**config.mk**
```make
export PLATFORM = sky130hd
export DESIGN_NAME = boot_controller
export DESIGN_NICKNAME = d
export VERILOG_FILES = /design/src/rtl/boot_pkg.sv /design/src/rtl/word_assembler.sv /design/src/rtl/boot_controller.sv
export SDC_FILE = /design/constraint.sdc
export NUM_CORES = 1
export LEC_CHECK = 0
export CORE_AREA = 10 10 127 129
export DETAILED_ROUTE_END_ITERATION = 12
export DIE_AREA = 0 0 137 139
export GPL_TIMING_DRIVEN = 0
export PLACE_DENSITY = 0.79
export SLEW_MARGIN = 30
export SYNTH_ARGS = -nofsm -noshare
export SYNTH_HDL_FRONTEND = slang
export SYNTH_SLANG_ARGS = --single-unit
```
**constraint.sdc**
```tcl
create_clock -name CLK -period 2.5 [get_ports CLK]
set_input_delay 0.625 -clock CLK [delete_from_list [all_inputs] [get_ports CLK]]
set_output_delay 0.625 -clock CLK [all_outputs]
set_load 0.02 [all_outputs]
```
**src/rtl/boot_pkg.sv**
```systemverilog
// Shared types and constants for the boot loader: FSM states, end-of-data marker
// and LED bit positions.
package boot_pkg;

    typedef enum logic [2:0] {
        S_IDLE,
        S_HDR,
        S_LOAD,
        S_DONE,
        S_RUN,
        S_ERROR
    } boot_state_t;

    localparam logic [31:0] END_MARKER = 32'hFFFF_FFFF;

    localparam int LED_LOADING   = 0;
    localparam int LED_RUN       = 1;
    localparam int LED_ERROR     = 2;
    localparam int LED_COUNT_LSB = 3;

endpackage

```
**src/rtl/word_assembler.sv**
```systemverilog
// Packs a byte stream MSB-first into 32-bit words; word/word_valid are presented
// combinationally in the cycle the fourth byte arrives.
module word_assembler (
    input  logic        clk,
    input  logic        rst,
    input  logic        clear,
    input  logic        byte_valid,
    input  logic [7:0]  byte_data,
    output logic        word_valid,
    output logic [31:0] word
);

    logic [1:0]  byte_cnt;
    logic [31:0] shift;

    always_ff @(posedge clk) begin
        if (rst || clear) begin
            byte_cnt <= 2'd0;
        end else if (byte_valid) begin
            byte_cnt <= byte_cnt + 2'd1;
        end
    end

    always_ff @(posedge clk) begin
        if (byte_valid) begin
            shift <= {shift[23:0], byte_data};
        end
    end

    assign word       = {shift[23:0], byte_data};
    assign word_valid = byte_valid && (byte_cnt == 2'd3);

endmodule

```
**src/rtl/boot_controller.sv**
```systemverilog
// Program loader: header word gives the payload length, payload words go to
// instruction memory, the first all-ones word sets the entry PC, then the core runs.
module boot_controller
    import boot_pkg::*;
#(
    parameter int MEM_INST_SIZE  = 1024,
    parameter int ADDR_W         = $clog2(MEM_INST_SIZE),
    parameter int TIMEOUT_CYCLES = 100_000_000
) (
    input  logic              CLK,
    input  logic              INITIALIZE,
    input  logic [7:0]        rx_data,
    input  logic              rx_valid,
    input  logic              start,
    input  logic              cpu_halt,
    output logic              imem_we,
    output logic [ADDR_W-1:0] imem_addr,
    output logic [31:0]       imem_wdata,
    output logic [31:0]       pc_init,
    output logic              cpu_run,
    output logic              loading,
    output logic              load_error,
    output logic [7:0]        LED
);

    localparam int CNT_W = $clog2(TIMEOUT_CYCLES + 1);
    localparam logic [CNT_W-1:0]  TIMEOUT_LAST = CNT_W'(TIMEOUT_CYCLES - 1);
    localparam logic [CNT_W-1:0]  ONE_C = 1;
    localparam logic [ADDR_W:0]   ONE_A = 1;

    boot_state_t       state;
    boot_state_t       next_state;
    logic              byte_valid;
    logic              word_valid;
    logic [31:0]       word;
    logic              load_start;
    logic              header_bad;
    logic              is_last;
    logic              timer_active;
    logic              timeout_hit;
    logic              marker_seen;
    logic              got_byte;
    logic [ADDR_W:0]   word_cnt;
    logic [ADDR_W:0]   last_idx;
    logic [CNT_W-1:0]  idle_cnt;

    assign byte_valid   = rx_valid && (state == S_HDR || state == S_LOAD);
    assign load_start   = start && (state == S_IDLE || state == S_ERROR);
    assign header_bad   = (word == 32'd0) || (word > 32'(MEM_INST_SIZE));
    assign is_last      = (word_cnt == last_idx);
    // The stall timer only arms once the first header byte of this load has arrived.
    assign timer_active = (state == S_LOAD) || (state == S_HDR && got_byte);
    assign timeout_hit  = timer_active && !rx_valid && (idle_cnt == TIMEOUT_LAST);

    word_assembler u_asm (
        .clk        (CLK),
        .rst        (INITIALIZE),
        .clear      (load_start),
        .byte_valid (byte_valid),
        .byte_data  (rx_data),
        .word_valid (word_valid),
        .word       (word)
    );

    always_ff @(posedge CLK) begin
        if (INITIALIZE) begin
            state <= S_IDLE;
        end else begin
            state <= next_state;
        end
    end

    always_comb begin
        next_state = state;
        case (state)
            S_IDLE:  if (start) next_state = S_HDR;
            S_HDR: begin
                if (word_valid)       next_state = header_bad ? S_ERROR : S_LOAD;
                else if (timeout_hit) next_state = S_ERROR;
            end
            S_LOAD: begin
                if (word_valid && is_last) next_state = S_DONE;
                else if (timeout_hit)      next_state = S_ERROR;
            end
            S_DONE:  next_state = S_RUN;
            S_RUN:   if (cpu_halt) next_state = S_IDLE;
            S_ERROR: if (start) next_state = S_HDR;
            default: next_state = S_IDLE;
        endcase
    end

    always_ff @(posedge CLK) begin
        if (INITIALIZE) begin
            imem_we     <= 1'b0;
            imem_addr   <= '0;
            imem_wdata  <= '0;
            pc_init     <= '0;
            marker_seen <= 1'b0;
            word_cnt    <= '0;
            last_idx    <= '0;
            idle_cnt    <= '0;
            got_byte    <= 1'b0;
        end else begin
            imem_we <= 1'b0;
            if (load_start) begin
                word_cnt    <= '0;
                pc_init     <= '0;
                marker_seen <= 1'b0;
                idle_cnt    <= '0;
                got_byte    <= 1'b0;
            end else if (byte_valid) begin
                idle_cnt <= '0;
                got_byte <= 1'b1;
            end else if (timer_active) begin
                idle_cnt <= idle_cnt + ONE_C;
            end
            if (state == S_HDR && word_valid) begin
                last_idx <= word[ADDR_W:0] - ONE_A;
            end
            // Only the first marker of a load sets the entry PC; later ones are plain data.
            if (state == S_LOAD && word_valid) begin
                imem_we    <= 1'b1;
                imem_addr  <= word_cnt[ADDR_W-1:0];
                imem_wdata <= word;
                word_cnt   <= word_cnt + ONE_A;
                if (word == END_MARKER && !marker_seen) begin
                    pc_init     <= 32'(word_cnt) + 32'd1;
                    marker_seen <= 1'b1;
                end
            end
        end
    end

    assign cpu_run    = (state == S_RUN);
    assign loading    = (state == S_LOAD);
    assign load_error = (state == S_ERROR);

    always_comb begin
        LED                   = '0;
        LED[LED_LOADING]      = loading;
        LED[LED_RUN]          = cpu_run;
        LED[LED_ERROR]        = load_error;
        LED[7:LED_COUNT_LSB]  = word_cnt[ADDR_W-1 -: 5];
    end

endmodule
```
==> results of run 1 <==
-- power by group --
group | total (µW) | switching (µW) | internal, µW | leakage [µW]
Clock | 2490 | 999 | 1490 | 0.000281
Combinational | 164 | 110 | 54.2 | 0.00134
Sequential | 2570 | 19.4 | 2550 | 0.00128
Total | 5220 | 1130 | 4090 | 0.00290
-- routing by layer --
metal / vias to the layer above / global-route usage
met5: - / 0
met4: 0 / 0.0666
met3: 29 / 0.0507
met2: 162 / 0.248
met1: 2524 / 0.202
li1: 2640 / -
-- timing repair --
item	4_1_cts	5_1_grt
endpoints found under the setup margin	38	53
cloned	0	0
setup buffers	1	1
resized for setup	13	11
-- registers in the layout, summed over array words and instances (netlist names), 2 cells and up --
signal and count:
idle_cnt 27, last_idx 11, u_asm.shift 24, word_cnt 11
imem_wdata 32, pc_init 32, imem_addr 10, u_asm.byte_cnt 2
state 3
-- placed cells by master (no fill, tap or decap), types with 2 or more instances in the layout --
master / count
a211o_1: 2
a211oi_1: 18
a21oi_1: 68
and2_1: 22
and3_1: 4
and4_1: 4
buf_2: 5
buf_4: 15
bufinv_16: 2
clkbuf_1: 39
clkbuf_16: 17
clkdlybuf4s50_1: 89
clkinv_2: 5
clkinv_4: 2
dfxtp_1: 131
dlygate4sd2_1: 4
dlymetal6s2s_1: 4
edfxtp_1: 24
ha_1: 6
inv_1: 10
mux2i_1: 2
nand2_1: 115
nand2b_1: 3
nand3_1: 31
nand3b_1: 3
nand4_1: 12
nand4b_1: 2
nor2_1: 73
nor3_1: 15
nor4_1: 15
nor4_4: 3
nor4b_1: 2
o21ai_0: 2
or3_1: 2
or4_1: 2
xnor2_1: 34
xor2_1: 23
-- cells by family after synthesis --
group,after synthesis,share of synthesized area
fa+ha+maj,6,0.0117
mux,3,0.00489
buf+inv,65,0.0470
compound gates,102,0.0978
flops,155,0.523
simple gates,318,0.238
xor+xnor,57,0.0781
-- critical path: stages (launching register included) --
cell and delay (ps):
dfxtp_1 410, buf_4 210, inv_1 100, nor3_2 270, dlygate4sd2_1 370
-- layout make-up --
type,count,share of cell area
Multi-Input combinational cell,486,0.342
Tap cell,180,0.0272
Timing Repair Buffer,100,0.121
Inverter,10,0.00454
Clock buffer,20,0.0540
Buffer,55,0.0321
Clock inverter,12,0.0148
Sequential cell,155,0.404
-- stage by stage --
step / std cells / power, µW / utilization
2_1_floorplan: 706 / 2710 / -
3_3_place_gp: 984 / 2780 / 0.556
3_5_place_dp: 984 / 2780 / 0.556
4_1_cts: 1017 / 5250 / 0.600
5_1_grt: 1018 / 5380 / 0.605
6_report: 1018 / 5220 / 0.605
-- worst max-delay path by stage --
stage                     slack (ps)            to  startpoint  cells past startpoint
final                             80       cpu_run    state[2]                      4
after global routing               3       cpu_run    state[2]                      4
after CTS                         10       loading    state[1]                      3
after detailed placement        -540  idle_cnt[23]    rx_valid                      7
after global placement          -840  idle_cnt[19]    rx_valid                      7
after floorplan                  130  idle_cnt[10]    rx_valid                      6
==> flow_summary.json, run 1 <==
{
  "ys_seq_area_frac": 0.523,
  "rsz0062_at_grt": "false",
  "fin_crit_sh": 0.967,
  "finalHoldViolations": 0,
  "p_leak_uw": 0.00290,
  "floorplan.initialDensity": 0.468,
  "fin_nets": 844,
  "wl_met2_um": 7110,
  "vias": 5355,
  "drt-total-wl_um": 15500,
  "tightestPinTransition_ps": 570,
  "globalplace.congestion": 0.851,
  "route.detailed.drc": 0,
  "die_h_um": 139,
  "reg2regPathDepth": 7,
  "drt-initial-drc-count": 345,
  "synth_commonest_cells": "dfxtp_1 (131), nand2_1 (115), nor2_1 (73), a21oi_1 (68), clkbuf_1 (37)",
  "root_buffer": "clkbuf_16",
  "routed.top_layer": "met4",
  "wl_met1_um": 6830,
  "crit_fanout": 10,
  "hp-class": "reg2reg",
  "ys_ff_latch": 155,
  "area_delta_synth_final_pct": 29.3,
  "diodes": 0,
  "grt_usage": 0.161,
  "ios": 99,
  "grt_max_degree": 29,
  "grt_first_pass_wirelength_um": 24800,
  "pre_cts_ws_ps": -538,
  "dieWidth_um": 137,
  "async_reset_ff_frac": 0,
  "drive_above_1_share": 0.0776,
  "grt-ovfl-total": 0,
  "synth_most_common_cell": "dfxtp_1",
  "yosysWarningCount": 0,
  "relSlewSlack": 0.620,
  "power_density_mw_per_mm2": 632,
  "outcome": "finished clean",
  "peakVddDrop_v": 0.000398,
  "finalInstanceArea_mm2": 0.00827,
  "synth_edf_count": 24,
  "nFillCells": 1196,
  "antenna_found_initial": 0,
  "io_buffers": 98,
  "worstSkewPairLatency_ps": 430,
  "setup_viol": 0,
  "rrSetupSlack_ps": 310,
  "min_to": "imem_wdata[18]",
  "synth_cells": 706,
  "avgSynthCellArea_um2": 9.06,
  "die_area_mm2": 0.0190,
  "worstHoldStart": "imem_wdata[18]",
  "ff_latch_area_mm2": 0.00334,
  "yosys.area.top_type": "dfxtp_1",
  "synth_area_mm2": 0.00639,
  "clk_path_buf_depth": 2,
  "cts_sinks": 155,
  "cts_buffers": 17,
  "min_period_ps": 2420,
  "synth.area.top_cells": "dfxtp_1 (41%), edfxtp_1 (11%), nand2_1 (6.8%), a21oi_1 (5.3%), xnor2_1 (4.7%)",
  "wl_per_cell_um": 15.2,
  "fin_skew_ps": 8.07,
  "reg2reg_to": "idle_cnt[11]",
  "dpl_cell_area_mm2": 0.00760,
  "fp-row-count": 43,
  "antenna_left": 0,
  "finalWorstSetupSlack_ps": 82.3,
  "cts_tree": "yes",
  "critPathArrivalTime_ps": 1790,
  "grt_pass1_vias": 5034,
  "min_path_cells": 2,
  "core_area_mm2": 0.0137,
  "crit_required_ps": 1880,
  "synth_top_area_share": 0.410,
  "path_class": "reg2out",
  "postCtsHoldBufs": 0,
  "timing.setup.tns_ps": 0,
  "synth_cell_types": 49,
  "multi_input_area_mm2": 0.00283,
  "htreeDepth": 4,
  "synth_ff_type": "dfxtp_1",
  "fin_hold_ws_ps": 453,
  "fmax_ghz": 0.414,
  "hpwl_um": 10900,
  "path_clk_slew_ps": 60,
  "drv_slew": 0,
  "firstDrtPassIters": 7,
  "crit_path_start_kind": "flop",
  "maxCapViolCount": 0,
  "met3_length_um": 1160,
  "viasPerCell": 5.26,
  "crit_path_end_kind": "primary output",
  "synth_nets": 725,
  "reg2reg_from": "state[1]"
}
Note: power is estimated with default switching activity, not from simulation.
==> inputs of run 2 (changes only) <==
- MAX_ROUTING_LAYER: default -> met4
==> run 2 against run 1 <==
  * Clock skew is 0.87 ps higher
  * Clock power hardly changed
  * Die area is the same
  * Sequential share of layout area unchanged
  * First-iteration DRC count grew 6.1%
  * Sequential power hardly changed
  * Critical endpoint unchanged
  * Clock-buffer cell count unchanged
  * Highest routed layer unchanged
  * Worst hold slack barely moved
==> flow_summary.json, run 2 (same netlist as run 1, synthesis figures left out) <==
{
  "worstSkewPairLatency_ps": 430,
  "grt-ovfl-total": 0,
  "drive_above_1_share": 0.0776,
  "path_clk_slew_ps": 60,
  "postCtsHoldBufs": 0,
  "hpwl_um": 10900,
  "viasPerCell": 5.27,
  "fp-row-count": 43,
  "drv_slew": 0,
  "floorplan.initialDensity": 0.468,
  "final_cell_mix": "dfxtp_1 (131), nand2_1 (115), clkdlybuf4s50_1 (89), nor2_1 (73), a21oi_1 (68)",
  "finalNonFillerCells": 1018,
  "timing.setup.tns_ps": 0,
  "finalHoldViolations": 0,
  "crit_required_ps": 1880,
  "fin_nets": 844,
  "cp-startpoint": "state[2]",
  "drt-initial-drc-count": 366,
  "antenna_found_initial": 0,
  "io_buffers": 98,
  "grt_pass1_vias": 5029,
  "area_delta_synth_final_pct": 29.3,
  "grt_first_pass_wirelength_um": 24800,
  "firstDrtPassIters": 6,
  "crit_path_start_kind": "flop",
  "largestRegisters": "imem_wdata (32), pc_init (32), idle_cnt (27)",
  "die_h_um": 139,
  "vias": 5362,
  "fin_skew_ps": 8.94,
  "hp-class": "reg2reg",
  "power_density_mw_per_mm2": 632,
  "core_area_mm2": 0.0137,
  "root_buffer": "clkbuf_16",
  "dieWidth_um": 137,
  "die_area_mm2": 0.0190,
  "tightestPinTransition_ps": 585,
  "cts_tree": "yes",
  "critPathArrivalTime_ps": 1790,
  "min_period_ps": 2420,
  "dp_cells": 984,
  "maxCapViolCount": 0,
  "htreeDepth": 4,
  "route.detailed.drc": 0,
  "clk_path_buf_depth": 2,
  "finalWorstSetupSlack_ps": 82.1,
  "drt-total-wl_um": 15500,
  "antenna_left": 0,
  "relSlewSlack": 0.607,
  "grt_max_degree": 29,
  "outcome": "finished clean",
  "setup_viol": 0,
  "grt_usage": 0.165,
  "ios": 99,
  "p_leak_uw": 0.00290,
  "rrSetupSlack_ps": 300,
  "fin_crit_sh": 0.967,
  "rsz0062_at_grt": "false",
  "fmax_ghz": 0.414,
  "reg2regPathDepth": 6,
  "reg2reg_from": "word_cnt[2]",
  "power_uw": 5230,
  "crit_fanout": 10,
  "peakVddDrop_v": 0.000398,
  "diodes": 0,
  "globalplace.congestion": 0.865,
  "wl_per_cell_um": 15.3,
  "cts_buffers": 17,
  "cts_sinks": 155,
  "pre_cts_ws_ps": -538,
  "crit_path_end_kind": "primary output",
  "final_common_cell": "dfxtp_1",
  "worstSetupEndpoint": "cpu_run",
  "path_class": "reg2out",
  "reg2reg_to": "pc_init[9]",
  "finish.utilization": 0.605
}
run 2: cell counts in the layout (fill, tap and decap cells not counted):
No cell type changed its count.
run 2: where the power goes:
| group | internal (µW) | leakage, µW | switching, µW |
|---|---|---|---|
| Combinational | 54.2 | 0.00134 | 110 |
| Clock | 1490 | 0.000281 | 1000 |
| Sequential | 2550 | 0.00128 | 19.4 |
run 2: cell type report:
cell class / count / area [µm²]
Multi-Input combinational cell: 486 / 2830
Sequential cell: 155 / 3340
Clock inverter: 12 / 123
Inverter: 10 / 37.5
Clock buffer: 20 / 447
Tap cell: 180 / 225
Fill cell: 1196 / 5400
Timing Repair Buffer: 100 / 998
Buffer: 55 / 265
run 2: routing by layer:
layer | GRT usage | vias to the layer above | share of wire
met5 | - | - | 0
met4 | 0.0666 | 0 | 0.025
met3 | 0.0438 | 29 | 0.068
met2 | 0.247 | 175 | 0.46
met1 | 0.207 | 2516 | 0.45
li1 | - | 2642 | -
run 2: worst min-delay path by stage:
| stage | start | to | slack [ps] | depth (start not counted) |
|---|---|---|---|---|
| after floorplan | marker_seen | marker_seen | 430 | 2 |
| after global placement | imem_wdata[9] | imem_wdata[9] | 440 | 2 |
| after CTS | imem_wdata[18] | imem_wdata[18] | 450 | 2 |
| after detailed placement | pc_init[31] | pc_init[31] | 440 | 1 |
| after global routing | pc_init[23] | pc_init[23] | 470 | 1 |
| final | imem_wdata[18] | imem_wdata[18] | 450 | 2 |
run 2: timing repair:
item | in CTS | in global routing
gates resized for setup | 13 | 11
setup endpoints to repair | 38 | 53
setup buffers | 1 | 1
gates cloned | 0 | 0
run 2: worst max-delay path: stages, from the launching register on:
cell and delay, ps:
dfxtp_1 410, buf_4 210, inv_1 100, nor3_2 270
dlygate4sd2_1 370
run 2: metrics by stage:
stage	cell area (µm²)	hold WS [ps]
2_1_floorplan	6390	431
3_3_place_gp	7600	441
4_1_cts	8200	454
6_report	8270	453
5_1_grt	8270	472
3_5_place_dp	7600	444
==> inputs of run 3 (changes only) <==
- HOLD_SLACK_MARGIN: default -> 0.08
==> results of run 3 <==
The final DEF is identical to that of run 2; final timing and power are the same.
